===== src/rtl/flash_boot_loader.sv =====
// Boot-time copier: moves the BIOS region (and optionally the MegaROM region) from flash to RAM byte by byte.
// Define BOOT_MEGAROM_EN to copy the MegaROM region after the BIOS region.
module flash_boot_loader #(
    parameter logic [23:0] BIOS_SRC  = 24'h10_0000,
    parameter logic [23:0] BIOS_DST  = 24'h70_0000,
    parameter logic [23:0] BIOS_SIZE = 24'h02_4000,
    parameter logic [23:0] MEGA_SRC  = 24'h20_0000,
    parameter logic [23:0] MEGA_DST  = 24'h40_0000,
    parameter logic [23:0] MEGA_SIZE = 24'h20_0000,
    parameter logic [7:0]  TIMEOUT   = 8'd255
) (
    input  logic        CLK,
    input  logic        RESET,
    input  logic        START,
    output logic        BUSY,
    output logic        DONE,
    output logic        ERR,
    output logic        FLASH_REQ,
    output logic [23:0] FLASH_ADDR,
    input  logic        FLASH_ACK,
    input  logic [7:0]  FLASH_RDATA,
    output logic        RAM_REQ,
    output logic [23:0] RAM_ADDR,
    output logic [7:0]  RAM_WDATA,
    input  logic        RAM_ACK
);

`ifdef BOOT_MEGAROM_EN
    localparam bit MEGA_ON = 1'b1;
`else
    localparam bit MEGA_ON = 1'b0;
`endif

    typedef enum logic [2:0] {IDLE, FREAD, RWRITE, FIN, FAIL} state_t;

    state_t      state, state_nx;
    logic        region, region_nx;
    logic [23:0] offset, offset_nx;
    logic [7:0]  wait_cnt, wait_nx;
    logic [7:0]  wdata, wdata_nx;
    logic [23:0] cur_src;
    logic [23:0] cur_dst;
    logic [23:0] cur_last;
    logic        timed_out;
    logic        mega_next;

    // Region 1 (MegaROM) is only ever selected when the feature is built in.
    assign cur_src   = region ? MEGA_SRC : BIOS_SRC;
    assign cur_dst   = region ? MEGA_DST : BIOS_DST;
    assign cur_last  = (region ? MEGA_SIZE : BIOS_SIZE) - 24'd1;
    assign timed_out = (wait_cnt == TIMEOUT - 8'd1);
    assign mega_next = MEGA_ON && (MEGA_SIZE != 24'd0);

    always_ff @(posedge CLK or posedge RESET) begin
        if (RESET) begin
            state    <= IDLE;
            region   <= 1'b0;
            offset   <= 24'd0;
            wait_cnt <= 8'd0;
            wdata    <= 8'd0;
        end else begin
            state    <= state_nx;
            region   <= region_nx;
            offset   <= offset_nx;
            wait_cnt <= wait_nx;
            wdata    <= wdata_nx;
        end
    end

    always_comb begin
        state_nx  = state;
        region_nx = region;
        offset_nx = offset;
        wait_nx   = 8'd0;
        wdata_nx  = wdata;
        unique case (state)
            IDLE, FIN, FAIL: begin
                if (START) begin
                    offset_nx = 24'd0;
                    // Empty regions are skipped before any access is issued.
                    if (BIOS_SIZE != 24'd0) begin
                        region_nx = 1'b0;
                        state_nx  = FREAD;
                    end else if (mega_next) begin
                        region_nx = 1'b1;
                        state_nx  = FREAD;
                    end else begin
                        state_nx = FIN;
                    end
                end
            end
            FREAD: begin
                if (FLASH_ACK) begin
                    wdata_nx = FLASH_RDATA;
                    state_nx = RWRITE;
                end else if (timed_out) begin
                    state_nx = FAIL;
                end else begin
                    wait_nx = wait_cnt + 8'd1;
                end
            end
            RWRITE: begin
                if (RAM_ACK) begin
                    if (offset != cur_last) begin
                        offset_nx = offset + 24'd1;
                        state_nx  = FREAD;
                    end else if (!region && mega_next) begin
                        region_nx = 1'b1;
                        offset_nx = 24'd0;
                        state_nx  = FREAD;
                    end else begin
                        state_nx = FIN;
                    end
                end else if (timed_out) begin
                    state_nx = FAIL;
                end else begin
                    wait_nx = wait_cnt + 8'd1;
                end
            end
            default: state_nx = IDLE;
        endcase
    end

    assign FLASH_REQ  = (state == FREAD);
    assign RAM_REQ    = (state == RWRITE);
    assign FLASH_ADDR = FLASH_REQ ? (cur_src + offset) : 24'd0;
    assign RAM_ADDR   = RAM_REQ ? (cur_dst + offset) : 24'd0;
    assign RAM_WDATA  = wdata;
    assign BUSY       = FLASH_REQ | RAM_REQ;
    assign DONE       = (state == FIN);
    assign ERR        = (state == FAIL);

endmodule


===== config.mk =====
export PLATFORM = sky130hd
export DESIGN_NAME = flash_boot_loader
export DESIGN_NICKNAME = d
export VERILOG_FILES = /design/src/rtl/flash_boot_loader.sv
export SDC_FILE = /design/constraint.sdc
export NUM_CORES = 1
export LEC_CHECK = 0
export BUFFER_PORTS_ARGS = -buffer_cell sky130_fd_sc_hd__buf_2
export CORE_ASPECT_RATIO = 1.4
export CORE_MARGIN = 4
export CORE_UTILIZATION = 48
export DETAILED_ROUTE_END_ITERATION = 8
export PLACE_DENSITY = 0.8
export SETUP_SLACK_MARGIN = 0.5
export SYNTH_ARGS = -nofsm -noshare
export SYNTH_HDL_FRONTEND = slang
export SYNTH_SLANG_ARGS = --single-unit

===== constraint.sdc =====
create_clock -name CLK -period 2.05 [get_ports CLK]
set_input_delay 0.41 -clock CLK [delete_from_list [all_inputs] [get_ports CLK]]
set_output_delay 0.41 -clock CLK [all_outputs]
set_load 0.02 [all_outputs]

==> results of run 1 <==
-- routing by layer --
layer,wire (um),up-vias
met4,1045,0
met5,0,-
met1,4380,1606
li1,-,1359
met3,1042,92
met2,6326,294
-- Yosys cell counts (all sizes together), types with 3 or more instances --
cell type,instances,share of area
a22oi,3,0.0084
mux2,8,0.033
inv,8,0.011
o21ai,25,0.046
o31ai,10,0.028
a21o,3,0.0084
nand3,13,0.024
nor3,4,0.0074
nand4,11,0.028
ha,6,0.028
xor2,7,0.023
buf,10,0.026
dfrtp,43,0.40
a21oi,18,0.035
nand2b,5,0.012
and2,45,0.10
clkbuf,11,0.015
or3,8,0.019
xnor2,3,0.0098
nand2,13,0.018
and4,4,0.013
and3,4,0.0093
nor2,23,0.032
or2,3,0.0070
-- flip-flops by register name (all words and copies together), names as in the netlist --
signal	count
RAM_WDATA	8
offset	24
state	3
wait_cnt	8
-- final cells by class --
class	count	area [um^2]	area share
tap	68	85.08	0.01749
sequential	43	1097	0.2256
multi-input combinational	233	1949	0.4007
inverter	8	45.04	0.009259
timing repair inverter	3	26.28	0.005401
timing repair buffer	152	1544	0.3174
clock buffer	6	82.58	0.01698
clock inverter	2	35.03	0.007202
-- metrics by stage --
step	hold slack [ns]	cell area, um^2	instances	setup slack (ns)
finish	0.1355	4865	515	-0.08688
CTS	0.1597	4270	490	0.004068
global route	0.1728	4865	515	-0.1423
floorplan	0.4942	3000	304	0.1907
detailed placement	0.4867	3422	447	0.1411
global placement	0.4825	3422	447	0.2010
-- power groups by stage --
stage	clock network (mW)	registers, mW	logic [mW]
floorplan	0	1.19	1.14
detailed placement	0	1.10	1.49
global route	0.770	1.10	3.22
finish	0.727	1.09	3.13
global placement	0	1.09	1.45
CTS	0.705	1.08	2.41
-- what timing repair did --
item                       CTS  global route
resized for setup          133           102
gates cloned                 7             2
setup endpoints to repair   94            96
buffers inserted            28            23
pin swaps                   25            33
-- path summary, 6_finish.rpt --
kind | from | end | slack [ns] | cells past startpoint
setup / recovery | offset[20]$_DFFE_PP0P_ | offset[18]$_DFFE_PP0P_ | -0.09 | 10
hold / removal | RESET | RAM_WDATA[3]$_DFFE_PP0P_ | 0.14 | 2
setup reg to reg | offset[20]$_DFFE_PP0P_ | offset[18]$_DFFE_PP0P_ | -0.09 | 10
hold reg to reg | RAM_WDATA[0]$_DFFE_PP0P_ | RAM_WDATA[0]$_DFFE_PP0P_ | 0.51 | 1
max in group asynchronous | RESET | state[2]$_DFFE_PP0P_ | 1.26 | 3
min in group CLK | FLASH_RDATA[3] | RAM_WDATA[3]$_DFFE_PP0P_ | 0.32 | 2
-- cells by family after synthesis --
family                   count (synthesis)  share of synthesized area
multiplexers                             8                    0.03344
flip-flops                              43                     0.3994
XOR/XNOR                                10                    0.03252
adder cells (fa/ha/maj)                  6                    0.02787
buffers and inverters                   29                    0.05202
AO/OA/AOI/OAI                           67                     0.1514
AND/OR/NAND/NOR                        141                     0.3033
==> metrics.md, run 1 <==
| Metric | Value |
|---|---|
| Worst-Margin Slew | between 0.5 and 0.6 ns |
| Arr. time, crit path | 2.35 ns |
| WP buf/inv | 4 |
| Final hold viol count | 0 |
| Fmax | 0.4680 GHz |
| Slowest stage delay, CP | 0.42 ns |
| Via count | 3351 |
| CP Launch Type | flop |
| Sw power | between 2 and 2.5 mW |
| Number of global-route vias before repair | 3017 |
| Relative slew slack | 0.6247 |
| H-tree depth | 2 |
| Peak supply drop | 0.0008236 V |
| Max cap viols | 0 |
| Setup Crit Path Kind | reg -> reg |
| Dominant synthesized flop cell | dfrtp_1 |
| All-Layer GR Usage | 0.2717 |
| Seq pwr share | 0.221 |
| Comb pwr share | 0.632 |
| Cell-internal power | 2.898 mW |
| Global-route wire length before repair | 14900 um |
| Grt ovf | 0 |
| Status | finished, violations left |
| Met3 global-route usage | 0.05717 |
| RSZ-0062 raised after global routing | yes |
| Mapped Area | 2694 um^2 |
| Synth warn | 0 |
| Initial drt markers | 417 |
| Largest net degree at the start of global routing | 17 |
| Final Critical Period | 2.137 ns |
| Die Y | 96.64 um |
| Synth-to-Final Area Change | 80.59% |
| Worst path required time | 2.26 ns |
| Gpl congestion | slightly below 0.9 |
| DR vias/cell | 6.507 |
| Die width | 71.32 um |
| Clk_lat worst skew | 0.33 ns |
| Mapped Avg Cell Area | slightly below 9 um^2 |
| CORE AREA | 5485 um^2 |
| Die area | 6892 um^2 |
| Failing checks | setup timing |
| DRT Pass-1 Iters | 5 |
| Share of cells above drive strength 1 | 0.6577 |
| Final period util | 1.042 |
| Clock Power Share | 0.147 |
| Most frequent cells in the layout | 68 x buf_6, 50 x buf_4, 43 x and2_4 |
| Seq/Total Area, Yosys | 0.3994 |
| DRT antenna net count | 0 |
| Power Density | between 1000 and 1500 nW/um^2 |
| Library cells used by synthesis | 43 |
| Setup-failing EPs final | 33 |
| FF+latch count, synth | 43 |
| Setup Skew | 0.01647 ns |
| WL final | 12790 um |
| Commonest non-fill, non-tap cell in the layout | buf_6 |
| Net Sw Frac | 0.4136 |
| Setup TNS | -0.6470 ns |
| CP max-delay cell | dfrtp_1 |
| Wire per inst | between 20 and 25 um |
| Clock-pin slew on the worst setup and hold paths | 0.09 ns |
| Async set-reset flop share out of synthesis | 1.000 |
| Number of flops mapped to enable cells by yosys | 0 |
| Num rows | 32 |
| Overall power | 4.942 mW |
| Num ports | between 70 and 80 |
| Hold-fix buffers, CTS | 0 |
| Met1 GRT Util | 0.3092 |
| Cell leakage power | 2.218 nW |
| Initial antenna violation count | 0 |
| CP endpoint kind | flop |
| DRC | 0 |
| Clock Tree Root | clkbuf_8 |
| CTS buffer count | 5 |
| M2 GR Usage | 0.4575 |
| Clock Sinks | 43 |
| CP delay by family, top | buffers and inverters |
| Syn Inst Count | 304 |
| CTS Buffer Depth | 2 |
| # nets final | 465 |
| Crit path cell chain | inv_2, ha_4, nor4b_4, nand4_2, o221ai_4, buf_12, buf_16, buf_4, o21ai_4, o31ai_2 |
| Finished Core Util | 0.8869 |
| CP Max Fanout | 8 |
| Layer with the highest usage | met2 |
| Initial Util | 0.4911 |
| HP Class | in -> async |
| Slew Limit Fails | 0 |
| HPWL Detailed | 5139 um |
| CTS tree | yes |
| Setup ws final | -0.08688 ns |
| FILL cells | 215 |
| # port buffers | 73 |
| Mapped Nets | about 320 |
| Antenna Cells | 0 |
Note: power is estimated with default switching activity, not from simulation.
==> run 2, diff against run 1 <==
- ABC_AREA: default -> 1
- CORE_UTILIZATION: 48 -> 55
- PLACE_DENSITY: 0.8 -> 0.85
- clock period: 2.05 -> 2.75 ns (I/O delays scaled with it)
==> run 2 against run 1 <==
The run now ends clean. Area after synthesis up 6.7%. First-iteration DRC count down 65%. Critical path type is now reg -> out. Register-to-register slack better by 0.83 ns. Sequential power down 28%. Largest power group unchanged. Clock power down 28%. Die area down 6.2%. Largest cell class unchanged.
==> metrics.md, run 2 <==
| Metric | Value |
|---|---|
| Antenna Cells | 0 (unchanged) |
| Post-synth top area cell | dfrtp_1 |
| Mapped Avg Cell Area | 6.699 um^2 (-24%) |
| Peak supply drop | 0.0003974 V (-52%) |
| CTS buffer count | 5 (unchanged) |
| Via count | 3017 (-10%) |
| Syn Inst Count | 429 (+41%) |
| Initial drt markers | 146 (-65%) |
| CORE AREA | 4955 um^2 (-9.7%) |
| Max cap viols | 0 (unchanged) |
| Number of flip-flops under the largest register name | 24 (unchanged) |
| All-Layer GR Usage | 0.2495 (-0.02223) |
| Initial antenna violation count | 0 (unchanged) |
| Worst-Margin Slew | 0.5588 ns (-0.003568 ns) |
| FF+latch count, synth | 43 (unchanged) |
| Number of global-route vias before repair | 2907 (-3.6%) |
| HPWL Detailed | 6014 um (+17%) |
| Final period util | 0.7783 |
| Global-route wire length before repair | 13240 um (-11%) |
| Post-synth top cells | 115 x nand2_1, 91 x nor2_1, 44 x inv_1 |
| Arr. time, crit path | 1.59 ns (-0.76 ns) |
| Simple-gate share of the synthesized area | 0.3753 (+0.07197) |
| Largest net degree at the start of global routing | 49 (+32) |
| Async set-reset flop share out of synthesis | 1.000 (unchanged) |
| Met1 wire length | 3117 um (-29%) |
| Dominant synthesized flop cell | dfrtp_1 |
| Mapped Area | 2874 um^2 (+6.7%) |
| Post-synthesis compound-gate area fraction | 0.08185 (-0.06957) |
| Fmax | 0.4672 GHz |
| Largest family of logic cells by synthesized area | simple AND/OR/NAND/NOR gates |
| RR Startpoint | offset[0]$_DFFE_PP0P_ |
| Reg2reg end | offset[9]$_DFFE_PP0P_ |
| Count leader, synth | nand2_1 |
| CTS Buffer Depth | 2 (unchanged) |
| H-tree depth | 2 (unchanged) |
| Num rows | 30 (-6.3%) |
| FILL cells | 451 (+110%) |
| Cell leakage power | 1.621 nW (-27%) |
| Setup Skew | 0.01431 ns (-0.002154 ns) |
| Relative slew slack | 0.6275 (+0.002792) |
| Final instance area | 3420 um^2 (-30%) |
| Post-synthesis mux area share | 0.03135 (-0.002096) |
| Clk_lat worst skew | 0.31 ns (-0.02 ns) |
| Initial Util | 0.5801 (+0.08895) |
| DRT Pass-1 Iters | 5 (unchanged) |
| Synth warn | 0 (unchanged) |
| Die width | 69.10 um (-3.1%) |
| DRT antenna net count | 0 (unchanged) |
| HP Class | in -> async |
| Setup Crit Path Kind | reg -> out |
| Die area | 6462 um^2 (-6.2%) |
| Seq/Total Area, Yosys | 0.3744 (-0.02504) |
| Clock-pin slew on the worst setup and hold paths | 0.10 ns (about the same) |
| Metal3 WL | 507 um (-51%) |
| Worst path required time | 2.20 ns (-0.06 ns) |
| Gpl congestion | 0.9479 (+8.8%) |
| Number of flops mapped to enable cells by yosys | 0 (unchanged) |
| Reg2reg setup slack | 0.74 ns (+0.83 ns) |
| Power Density | 679.6 nW/um^2 (-33%) |
| Mapped Nets | 448 (+39%) |
| WL final | 8022 um (-37%) |
| RSZ-0062 raised after global routing | no |
| # nets final | 521 (+12%) |
| Grt ovf | 0 (unchanged) |
| Commonest non-fill, non-tap cell in the layout | nand2_1 |
| CP Max Fanout | 9 (+1) |
| Final Critical Period | ~2.1 ns |
| Post-Synth Adder-Cell Area | 0.02612 (-0.001747) |
| Synth-to-Final Area Change | 18.98% |
| Post-Synth XOR/XNOR Area | 0.01828 (-0.01423) |
| Library cells used by synthesis | 28 (-35%) |
| Synth top area share | 0.3744 (-0.02504) |
| Metal2 WL | 4150 um (-34%) |
| R2R cell count | 9 (-1) |
| Status | finished clean |
| Slew Limit Fails | 0 (unchanged) |
| Share of cells above drive strength 1 | 0.2247 (-0.4331) |
| Synth area leaders | dfrtp_1 37%, nand2_1 15%, nor2_1 12% |
| # port buffers | 73 (unchanged) |
| Final hold viol count | 0 (unchanged) |
| Crit path cell chain | ha_1, inv_1, nand2_1, a21oi_1, buf_2 |
| DRC | 0 (unchanged) |
| CP Launch Type | flop |
| DR vias/cell | 5.321 (-18%) |
| DP Area | 3287 um^2 (-3.9%) |
| Most frequent cells in the layout | 114 x nand2_1, 91 x nor2_1, 73 x buf_2 |
| Setup-failing EPs final | 0 (-100%) |
| Largest Register | offset |
| CP endpoint kind | output pin |
| CTS tree | yes |
| Clock Tree Root | clkbuf_8 |
| Slowest stage delay, CP | 0.49 ns (+0.07 ns) |
| CP max-delay cell | dfrtp_2 |
| Num ports | 74 (unchanged) |
| Clock Sinks | 43 (unchanged) |
| Setup TNS | 0 ns (+0.6470 ns) |
| Die Y | 93.53 um (-3.2%) |
| Uppermost layer routed | met4 |
| Wire per inst | 14.15 um (-43%) |
## run 2: cell types whose count changed after synthesis, sizes merged, moves of 10 or more
cell / previous run / this run
nand2: 13 / 117
nor2: 23 / 94
and2: 45 / 0
inv: 8 / 48
nand3: 13 / 40
a21oi: 18 / 5
o21ai: 25 / 37
o31ai: 10 / 0
## run 2: cells by family after synthesis
logic type	count (synthesis)
compound gates	44
xor+xnor	6
fa+ha+maj	6
buf+inv	62
flops	43
mux	8
simple gates	260
## run 2: worst max-delay path: cells and delay by family, from the launching register on
| kind | cells | cell delay (ns) |
|---|---|---|
| flops | 1 | 0.49 |
| buf+inv | 2 | 0.29 |
| fa+ha+maj | 1 | 0.24 |
| compound gates | 1 | 0.21 |
| simple gates | 1 | 0.06 |
## run 2: final cells by class
class	count	area, um^2	area share
multi-input cells	324	1534	0.4486
flip-flops and latches	43	1079	0.3154
repair buffers	79	426.7	0.1248
inverters	49	183.9	0.05379
well taps	64	80.08	0.02342
clock buffers	5	68.82	0.02012
clock inverters	3	47.55	0.01390
## run 2: per-stage QoR
step	utilization	hold slack, ns	power, mW	instances	worst slack, ns
after detailed placement	0.6634	0.4905	1.789	558	0.7709
after global routing	0.6902	0.4259	2.451	567	0.5306
after global placement	0.6634	0.4679	1.761	558	0.8348
after floorplan	-	0.4543	1.551	429	0.9069
after CTS	0.6874	0.3910	2.309	566	0.5216
final	0.6902	0.3715	2.324	567	0.6096
## run 2: what timing repair did
| item | CTS | global route |
|---|---|---|
| hold buffers | 0 | 0 |
| resized for setup | 1 | 3 |
| buffers inserted | 0 | 1 |
| pin swaps | 0 | 1 |
| endpoints found under the setup margin | 1 | 2 |
## run 2: how the worst max path moves through the flow
stage	start	end	cells after the start
2_1_floorplan	offset[20]$_DFFE_PP0P_	FLASH_ADDR[21]	5
3_3_place_gp	state[2]$_DFFE_PP0P_	FLASH_ADDR[22]	5
3_5_place_dp	state[2]$_DFFE_PP0P_	FLASH_ADDR[22]	5
4_1_cts	state[2]$_DFFE_PP0P_	FLASH_ADDR[22]	5
5_1_grt	state[1]$_DFFE_PP0P_	RAM_ADDR[18]	4
6_report	offset[20]$_DFFE_PP0P_	FLASH_ADDR[22]	5
## run 2: per-layer routing
metal / track usage / vias up
li1: - / 1494
met1: 0.2772 / 1379
met2: 0.4705 / 121
met3: 0.03118 / 23
met4: 0.1091 / 0
met5: 0 / -
## run 2: where the power goes
| group | switching (mW) | leakage (nW) | total [mW] | internal [mW] |
|---|---|---|---|---|
| Combinational | 0.700 | 0.988 | 1.02 | 0.317 |
| Sequential | 0.0624 | 0.575 | 0.786 | 0.724 |
| Clock | 0.245 | 0.0587 | 0.521 | 0.276 |
| Total | 1.01 | 1.62 | 2.32 | 1.32 |
